===== src/rtl/nipcb_pkg.sv =====
// Shared types and constants for the neural-interface SPI arbiter.
package nipcb_pkg;

    typedef enum logic [2:0] {
        ST_IDLE    = 3'd0,
        ST_ISSUE   = 3'd1,
        ST_WAIT_LO = 3'd2,
        ST_WAIT_HI = 3'd3,
        ST_GUARD   = 3'd4
    } arb_state_t;

    typedef enum logic {
        OWN_STIM = 1'b0,
        OWN_REC  = 1'b1
    } arb_owner_t;

    localparam int SPI_O_BW   = 16;
    localparam int SPI_I_BW   = 14;
    localparam int SLV_HP_DAC = 0;
    localparam int SLV_ADC    = 1;

    localparam logic [1:0] HP_DAC_MODE_NORMAL = 2'b00;
    localparam logic [7:0] MAG_NEUTRAL        = 8'h7F;

    // Counter width able to hold 0..max_val, never narrower than one bit.
    function automatic int cnt_width(input int max_val);
        return (max_val < 1) ? 1 : $clog2(max_val + 1);
    endfunction

    // DAC frame as shifted out by spi_core: leading zero, mode+magnitude, five pad bits.
    function automatic logic [SPI_O_BW-1:0] dac_frame(input logic [9:0] tdata);
        return {1'b0, tdata, 5'b0_0000};
    endfunction

endpackage


===== src/rtl/nipcb_spi_arbiter.sv =====
// Shares the neural-interface SPI master between the stimulation DAC and recording ADC paths.
// Optional NIPCB_ARB_STARVE_EN enables the anti-starvation forced recording grant.
module nipcb_spi_arbiter
    import nipcb_pkg::*;
#(
    parameter int GUARD_CYCLES = 4,
    parameter int STARVE_MAX   = 8,
    parameter int WDOG_CYCLES  = 3
) (
    input  logic                clk,
    input  logic                rstn,
    input  logic                stim_req,
    input  logic [9:0]          stim_tdata,
    input  logic                stim_lock,
    output logic                stim_grant,
    output logic                stim_done,
    input  logic                rec_req,
    output logic                rec_grant,
    output logic                rec_done,
    output logic [SPI_I_BW-1:0] rec_rdata,
    output logic [SPI_O_BW-1:0] spi_odata,
    output logic [1:0]          spi_send,
    output logic [1:0]          spi_recv,
    input  logic [SPI_I_BW-1:0] spi_idata,
    input  logic                spi_ready,
    output logic                arb_busy,
    output logic                arb_err
);

    localparam int GW = cnt_width(GUARD_CYCLES);
    localparam int WW = cnt_width(WDOG_CYCLES);
    localparam arb_state_t DONE_STATE = (GUARD_CYCLES == 0) ? ST_IDLE : ST_GUARD;

    arb_state_t          state_r, state_s;
    arb_owner_t          owner_r, owner_s;
    logic [WW-1:0]       wd_cnt_r, wd_cnt_s;
    logic [GW-1:0]       guard_cnt_r, guard_cnt_s;
    logic                stim_grant_r, stim_grant_s;
    logic                stim_done_r, stim_done_s;
    logic                rec_grant_r, rec_grant_s;
    logic                rec_done_r, rec_done_s;
    logic [SPI_I_BW-1:0] rec_rdata_r, rec_rdata_s;
    logic [SPI_O_BW-1:0] spi_odata_r, spi_odata_s;
    logic [1:0]          spi_send_r, spi_send_s;
    logic [1:0]          spi_recv_r, spi_recv_s;
    logic                arb_busy_r, arb_busy_s;
    logic                arb_err_r, arb_err_s;
    logic                rec_ok_s, rec_win_s, force_rec_s;

    assign rec_ok_s   = rec_req & ~stim_lock;
    assign rec_win_s  = rec_ok_s & (~stim_req | force_rec_s);
    assign arb_busy_s = (state_s != ST_IDLE);

`ifdef NIPCB_ARB_STARVE_EN
    localparam int SW = cnt_width(STARVE_MAX);
    logic [SW-1:0] starve_cnt_r;

    assign force_rec_s = (starve_cnt_r == SW'(STARVE_MAX));

    // Count stim grants issued while recording waits; a rec grant or an idle rec request clears it.
    always_ff @(posedge clk) begin
        if (!rstn) begin
            starve_cnt_r <= {SW{1'b0}};
        end else if (!rec_req) begin
            starve_cnt_r <= {SW{1'b0}};
        end else if (state_r == ST_ISSUE && owner_r == OWN_REC) begin
            starve_cnt_r <= {SW{1'b0}};
        end else if (state_r == ST_ISSUE && starve_cnt_r != SW'(STARVE_MAX)) begin
            starve_cnt_r <= starve_cnt_r + SW'(1);
        end else begin
            starve_cnt_r <= starve_cnt_r;
        end
    end
`else
    assign force_rec_s = 1'b0;
`endif

    // Next-state and next-output decode; every output is registered one edge later.
    always_comb begin
        state_s      = state_r;
        owner_s      = owner_r;
        wd_cnt_s     = wd_cnt_r;
        guard_cnt_s  = guard_cnt_r;
        stim_grant_s = 1'b0;
        stim_done_s  = 1'b0;
        rec_grant_s  = 1'b0;
        rec_done_s   = 1'b0;
        spi_send_s   = 2'b00;
        spi_recv_s   = 2'b00;
        rec_rdata_s  = rec_rdata_r;
        spi_odata_s  = spi_odata_r;
        arb_err_s    = arb_err_r;

        case (state_r)
            ST_IDLE: begin
                if (spi_ready && (stim_req || rec_ok_s)) begin
                    state_s = ST_ISSUE;
                    owner_s = rec_win_s ? OWN_REC : OWN_STIM;
                end else begin
                    state_s = ST_IDLE;
                end
            end

            ST_ISSUE: begin
                if (owner_r == OWN_REC) begin
                    spi_recv_s[SLV_ADC] = 1'b1;
                    rec_grant_s         = 1'b1;
                end else begin
                    spi_send_s[SLV_HP_DAC] = 1'b1;
                    stim_grant_s           = 1'b1;
                    spi_odata_s            = dac_frame(stim_tdata);
                end
                wd_cnt_s = {WW{1'b0}};
                state_s  = ST_WAIT_LO;
            end

            ST_WAIT_LO: begin
                if (!spi_ready) begin
                    state_s = ST_WAIT_HI;
                end else if (wd_cnt_r == WW'(WDOG_CYCLES - 1)) begin
                    // spi_core never started: flag it and release the owner anyway
                    arb_err_s   = 1'b1;
                    stim_done_s = (owner_r == OWN_STIM);
                    rec_done_s  = (owner_r == OWN_REC);
                    guard_cnt_s = GW'(GUARD_CYCLES);
                    state_s     = DONE_STATE;
                end else begin
                    wd_cnt_s = wd_cnt_r + WW'(1);
                end
            end

            ST_WAIT_HI: begin
                if (spi_ready) begin
                    if (owner_r == OWN_REC) begin
                        rec_done_s  = 1'b1;
                        rec_rdata_s = spi_idata;
                    end else begin
                        stim_done_s = 1'b1;
                    end
                    guard_cnt_s = GW'(GUARD_CYCLES);
                    state_s     = DONE_STATE;
                end else begin
                    state_s = ST_WAIT_HI;
                end
            end

            ST_GUARD: begin
                if (guard_cnt_r <= GW'(1)) begin
                    guard_cnt_s = {GW{1'b0}};
                    state_s     = ST_IDLE;
                end else begin
                    guard_cnt_s = guard_cnt_r - GW'(1);
                end
            end

            default: begin
                state_s = ST_IDLE;
            end
        endcase
    end

    // State and output registers with synchronous active-low reset.
    always_ff @(posedge clk) begin
        if (!rstn) begin
            state_r      <= ST_IDLE;
            owner_r      <= OWN_STIM;
            wd_cnt_r     <= {WW{1'b0}};
            guard_cnt_r  <= {GW{1'b0}};
            stim_grant_r <= 1'b0;
            stim_done_r  <= 1'b0;
            rec_grant_r  <= 1'b0;
            rec_done_r   <= 1'b0;
            rec_rdata_r  <= {SPI_I_BW{1'b0}};
            spi_odata_r  <= {SPI_O_BW{1'b0}};
            spi_send_r   <= 2'b00;
            spi_recv_r   <= 2'b00;
            arb_busy_r   <= 1'b0;
            arb_err_r    <= 1'b0;
        end else begin
            state_r      <= state_s;
            owner_r      <= owner_s;
            wd_cnt_r     <= wd_cnt_s;
            guard_cnt_r  <= guard_cnt_s;
            stim_grant_r <= stim_grant_s;
            stim_done_r  <= stim_done_s;
            rec_grant_r  <= rec_grant_s;
            rec_done_r   <= rec_done_s;
            rec_rdata_r  <= rec_rdata_s;
            spi_odata_r  <= spi_odata_s;
            spi_send_r   <= spi_send_s;
            spi_recv_r   <= spi_recv_s;
            arb_busy_r   <= arb_busy_s;
            arb_err_r    <= arb_err_s;
        end
    end

    assign stim_grant = stim_grant_r;
    assign stim_done  = stim_done_r;
    assign rec_grant  = rec_grant_r;
    assign rec_done   = rec_done_r;
    assign rec_rdata  = rec_rdata_r;
    assign spi_odata  = spi_odata_r;
    assign spi_send   = spi_send_r;
    assign spi_recv   = spi_recv_r;
    assign arb_busy   = arb_busy_r;
    assign arb_err    = arb_err_r;

endmodule


===== config.mk =====
export PLATFORM = sky130hd
export DESIGN_NAME = nipcb_spi_arbiter
export DESIGN_NICKNAME = d
export VERILOG_FILES = /design/src/rtl/nipcb_pkg.sv /design/src/rtl/nipcb_spi_arbiter.sv
export SDC_FILE = /design/constraint.sdc
export NUM_CORES = 1
export LEC_CHECK = 0
export CAP_MARGIN = 20
export CORE_AREA = 2 2 68 95
export DETAILED_ROUTE_END_ITERATION = 10
export DIE_AREA = 0 0 70 97
export PLACE_DENSITY = 0.61
export SETUP_SLACK_MARGIN = 0.5
export SLEW_MARGIN = 10
export SYNTH_ARGS = -nofsm -noshare
export SYNTH_HDL_FRONTEND = slang
export SYNTH_SLANG_ARGS = --single-unit
export TNS_END_PERCENT = 30

===== constraint.sdc =====
create_clock -name clk -period 1.4 [get_ports clk]
set_input_delay 0.28 -clock clk [delete_from_list [all_inputs] [get_ports clk]]
set_output_delay 0.28 -clock clk [all_outputs]
set_load 0.01 [all_outputs]

==> metrics, run 1 <==
Post-DP HPWL=about 3000 µm; ys async rst share=0%; area share of the largest cell type after synthesis=a little under half; Max Slew Vio Count=0; sequential area share after synthesis=between 40 and 50%; CP Max Fanout=3; DR vias=1641; Final Setup Violations=0; GRT Overall Usage=roughly an eighth; commonest cells in the netlist=53 x nand2_1, 39 x dfxtp_1, 15 x a21oi_1, 14 x mux2i_1, 11 x buf_4; Net count, final=around 320; Max Freq=between 700 and 800 MHz; CTS Buf Count=5; clock sinks=39; Syn Inst Count=196; H-tree levels=2; count leader, synth=nand2_1; Final Skew=0.003886 ns; Clk pin slew, worst setup/hold paths=about 0.080 ns; clk_lat worst skew=around 0.29 ns; min cycle time layout=between 1 and 1.5 ns; CTS tree=yes; PD cells=around 840 nW/µm²; Hold Crit Class=reg -> reg; clock root buffer=clkbuf_8; Leak=1.215 nW; Final GP Congestion=0.7019; R2R Setup Slk=roughly 0.15 ns; Synth area leader=dfxtp_1; vias in the first global route=1577; largest net degree at the start of global routing=29; GRT Residual Overflow=0; DR vias/cell=roughly 4.6; DRC=0; Mapped Area=between 1500 and 2000 µm²; Antenna diodes=0; Syn. warnings=0; Fin Setup TNS=0 ns; Die ar.=6790 µm²; Initial Utilization=between 20% and 30%; Startpoint Class=flop; worst vdd ir=roughly 470 µV; syn_area_per_cell=between 8 and 9 µm²; maxcap violations=0; RSZ-0062 raised after global routing=true; antenna viol nets, final=0; Post-synth EDFFs=0; Die W=around 70 µm; Tcrit/Tclk final=about nine tenths; layout cells sized above 1=32.87%; crit path DAT=around 1.4 ns; PortBufs=61; CP Data Required Time=1.56 ns; hold_ws=roughly 0.45 ns; Setup crit end kind=flop; Register Area=817.0 µm²; core area=5863 µm²; Clock Path Buffers=2; antenna violations before repair=0; WL/cell=12.65 µm; Layout fillers=~570; ranking of synthesized cells by area=dfxtp_1 45%, nand2_1 12%, mux2i_1 8.1%; Layout area overhead=67.01%; first-pass GRT wire length=slightly above 7000 µm; Synth Flop Type=dfxtp_1; Setup CP Type=reg -> reg; 1st-pass router iterations=4; # IOs=70; Iter 0 DRT Violations=44; Core Rows=33; multi-input logic area=between 900 and 1000 µm²; status=completed; DIE HEIGHT=97 µm; post-synthesis cell type count=40; Routed WL=4503 µm; Seq cells post-synth=39; Final Hold Viols=0
-- placed cells by master (no fill, tap or decap), drive strengths merged, types with 2 or more instances in the layout --
| master | netlist | layout |
|---|---|---|
| nor4b | 2 | 2 |
| nand3 | 3 | 3 |
| nor3 | 2 | 2 |
| nand4b | 2 | 2 |
| nand3b | 2 | 2 |
| o21ai | 3 | 3 |
| buf | 17 | 46 |
| nand2 | 53 | 53 |
| dfxtp | 39 | 39 |
| ha | 3 | 3 |
| mux2i | 14 | 14 |
| clkdlybuf4s15 | 0 | 2 |
| clkdlybuf4s50 | 0 | 28 |
| clkbuf | 3 | 7 |
| dlygate4sd2 | 0 | 18 |
| conb | 1 | 8 |
| nand2b | 2 | 2 |
| o211ai | 2 | 2 |
| o311ai | 2 | 2 |
| nor2 | 7 | 7 |
| or4b | 1 | 2 |
| o22ai | 2 | 2 |
| a31oi | 2 | 2 |
| inv | 7 | 7 |
| a21oi | 15 | 15 |
-- timing repair --
action	in CTS	in global routing
setup endpoints to repair	71	71
hold buffers	0	0
setup buffers	16	2
endpoints found under the hold margin	0	0
gates resized for setup	121	15
pin swaps	4	5
cloned	2	0
-- kinds of logic after synthesis --
family / Yosys count / share of synthesized area, %
flops: 39 / 45.35
fa+ha+maj: 3 / 2.180
mux: 14 / 8.139
other cells: 1 / 0.2178
buf+inv: 27 / 8.939
compound gates: 31 / 11.12
simple gates: 81 / 24.06
-- layout make-up --
| class | instances | area share (%) |
|---|---|---|
| Clock buffer | 7 | 3.742 |
| Clock inverter | 1 | 0.1741 |
| Inverter | 7 | 1.175 |
| Multi-Input combinational cell | 138 | 31.90 |
| Sequential cell | 39 | 28.42 |
| Tap cell | 70 | 3.046 |
| Timing Repair Buffer | 94 | 31.55 |
-- report_power, final --
part	total [mW]	switching (mW)	internal, mW
combinational	0.365	0.160	0.205
sequential	1.16	0.0244	1.13
clock	0.889	0.385	0.505
total	2.41	0.569	1.84
-- sequential cells by signal, summed over array words and instances, names as in the netlist --
signal	cells
rec_rdata	14
spi_odata	10
guard_cnt_r	3
state_r	3
wd_cnt_r	2
arb_busy	1
arb_err	1
owner_r	1
rec_done	1
spi_recv	1
spi_send	1
stim_done	1
-- metal layers --
| metal | wire (µm) | vias up | global-route usage, % |
|---|---|---|---|
| met1 | 1739 | 758 | 14.36 |
| met4 | 82 | 0 | 5.030 |
| met3 | 212 | 8 | 3.438 |
| met2 | 2469 | 47 | 24.54 |
| met5 | 0 | - | 0 |
| li1 | - | 828 | - |
-- path summary, 6_finish.rpt --
check / to / depth (start not counted) / from
max reg2reg: guard_cnt_r[0] / 5 / guard_cnt_r[1]
min: spi_odata[7] / 2 / spi_odata[7]
max: guard_cnt_r[0] / 5 / guard_cnt_r[1]
min reg2reg: spi_odata[7] / 2 / spi_odata[7]
-- stage by stage --
step           power, mW  instance area, µm²  setup slack (ns)  util, %  instances
2_1_floorplan      1.343                1774            0.1759        -        203
3_3_place_gp       1.501                2466           -0.3231    42.06        328
3_5_place_dp       1.503                2466           -0.3841    42.06        328
4_1_cts            2.436                2805            0.1776    47.84        354
5_1_grt            2.522                2875           0.07227    49.04        356
6_report           2.409                2875            0.1452    49.04        356
-- worst max-delay path: stages (launching register included) --
cell      delay (ns)
dfxtp_4         0.37
inv_4           0.06
ha_4            0.11
o21ba_4         0.15
o211ai_1        0.29
o22ai_1         0.15
(Power assumes the default switching activity.)
==> inputs of run 2 (changes only) <==
--- a/config.mk
+++ b/config.mk
@@ -10,7 +10,7 @@
 export DETAILED_ROUTE_END_ITERATION = 10
 export DIE_AREA = 0 0 70 97
 export PLACE_DENSITY = 0.61
-export SETUP_SLACK_MARGIN = 0.5
+export SETUP_SLACK_MARGIN = 0.15
 export SLEW_MARGIN = 10
 export SYNTH_ARGS = -nofsm -noshare
 export SYNTH_HDL_FRONTEND = slang
==> metrics, run 2 (synthesis results as in run 1) <==
status=completed; Hold Startpoint=spi_odata[13]; R2R Setup Slk=between 0.15 and 0.2 ns; clk_lat worst skew=about 0.29 ns; first-pass GRT wire length=a little under 7000 µm; CP Max Fanout=11; slowest library cell on the worst path=or4b_4; Clk pin slew, worst setup/hold paths=about 0.070 ns; # IOs=70; R2R cell count=3; clock sinks=39; largest net degree at the start of global routing=23; DR vias=1564; CP Data Required Time=1.58 ns; Antenna diodes=0; commonest non-fill, non-tap cell in the layout=nand2_1; Final Skew=~0.0038 ns; vias in the first global route=between 1k and 1.5k; Cells after DPL=329; worst hold path depth=2; worst vdd ir=around 340 µV; Buf/Inv on CP=0; min cycle time layout=between 1 and 1.5 ns; Final Non-Filler Cells=around 350; Layout area overhead=56.76%; Routed WL=about 4100 µm; Final Setup Violations=0; WL/cell=11.94 µm; antenna viol nets, final=0; RR Endpoint=spi_odata[6]; DR vias/cell=approximately 4.5; CTS tree=yes; Final Util=between 40% and 50%; DIE HEIGHT=between 90 and 100 µm; CP max stage delay=roughly 0.62 ns; clock root buffer=clkbuf_8; worst path cell trace=or4b_4 -> nand2_1 -> a21oi_1; Clock Path Buffers=2; dpl ws=-0.2976 ns; 1st-pass router iterations=4; Max Slew Vio Count=0; GRT Overall Usage=around an eighth; Setup CP Type=reg -> reg; Final Hold Viols=0; reg2reg start=state_r[2]; antenna violations before repair=0; Iter 0 DRT Violations=between 50 and 60; Net count, final=~310; Leak=around 1.2 nW; commonest cells after routing, fill and taps aside=53 x nand2_1, 33 x dlygate4sd2_1, 32 x dfxtp_1; Die W=roughly 70 µm; Initial Utilization=between 20 and 30%; Core Rows=33; GRT Residual Overflow=0; H-tree levels=2; core area=around 5900 µm²; Startpoint Class=flop; worst hold endpoint=spi_odata[13]; Tcrit/Tclk final=88.93%; RSZ-0062 raised after global routing=true; crit path DAT=~1.4 ns; delay-heaviest family, CP=simple AND/OR/NAND/NOR gates; PD cells=~860 nW/µm²; Final GP Congestion=0.7953; max reg flops=14; maxcap violations=0; Layout fillers=around 600; post-route setup slack=0.1550 ns; layout cells sized above 1=around a fifth; DRC=0; Hold Crit Class=reg -> reg; CTS Buf Count=5; Post-DP HPWL=~3000 µm; PortBufs=61; Setup crit end kind=flop; Die ar.=around 6800 µm²; Max Freq=803.2 MHz
[run 2: power by group]
group | switching, mW | internal (mW) | total [mW] | leakage, nW
clock | 0.371 | 0.449 | 0.820 | 0.0515
sequential | 0.0228 | 1.13 | 1.16 | 0.320
combinational | 0.150 | 0.188 | 0.338 | 0.817
total | 0.543 | 1.77 | 2.31 | 1.19
[run 2: how the worst max path moves through the flow]
stage | cells after the start | to | slack (ns) | start
floorplan | 4 | spi_odata[12] | 0.16 | owner_r
global placement | 5 | rec_rdata[0] | -0.24 | spi_ready
detailed placement | 5 | rec_rdata[1] | -0.30 | spi_ready
CTS | 5 | guard_cnt_r[2] | 0.11 | guard_cnt_r[1]
global route | 4 | guard_cnt_r[1] | 0.08 | state_r[1]
finish | 3 | spi_odata[6] | 0.15 | state_r[2]
[run 2: per-stage QoR]
step	power, mW	hold slack, ns	TNS (ns)	cell area (µm²)
floorplan	1.342	0.3691	0	1769
global placement	1.508	0.4415	-4.473	2471
detailed placement	1.510	0.4464	-5.279	2471
CTS	2.333	0.4605	0	2561
global route	2.432	0.4780	0	2699
finish	2.315	0.4579	0	2699
[run 2: worst reg2reg max path, cell delays in order, from the launching register on]
cell     delay (ns)
dfxtp_4        0.36
or4b_4         0.63
nand2_1        0.09
a21oi_1        0.06
[run 2: timing repair]
item	in CTS	in global routing
gates resized for setup	45	14
hold buffers	0	0
cloned	0	1
endpoints found under the setup margin	63	34
buffers inserted	0	9
pin swaps	21	5
[run 2: layer usage]
| layer | share of wire [%] | vias up | track usage (%) |
|---|---|---|---|
| met2 | 52 | 40 | 21.76 |
| met4 | 1.6 | 0 | 4.438 |
| li1 | - | 805 | - |
| met1 | 42 | 712 | 14.42 |
| met3 | 4.9 | 7 | 3.333 |
| met5 | 0 | - | 0 |
[run 2: area by class of cell]
| cell class | instances | area (µm²) | share of cell area, % |
|---|---|---|---|
| multi-input combinational | 137 | 879.6 | 32.59 |
| inverter | 7 | 26.28 | 0.9736 |
| sequential | 39 | 799.5 | 29.62 |
| timing repair buffer | 86 | 805.8 | 29.86 |
| tap | 70 | 87.58 | 3.245 |
| clock buffer | 8 | 100.1 | 3.709 |
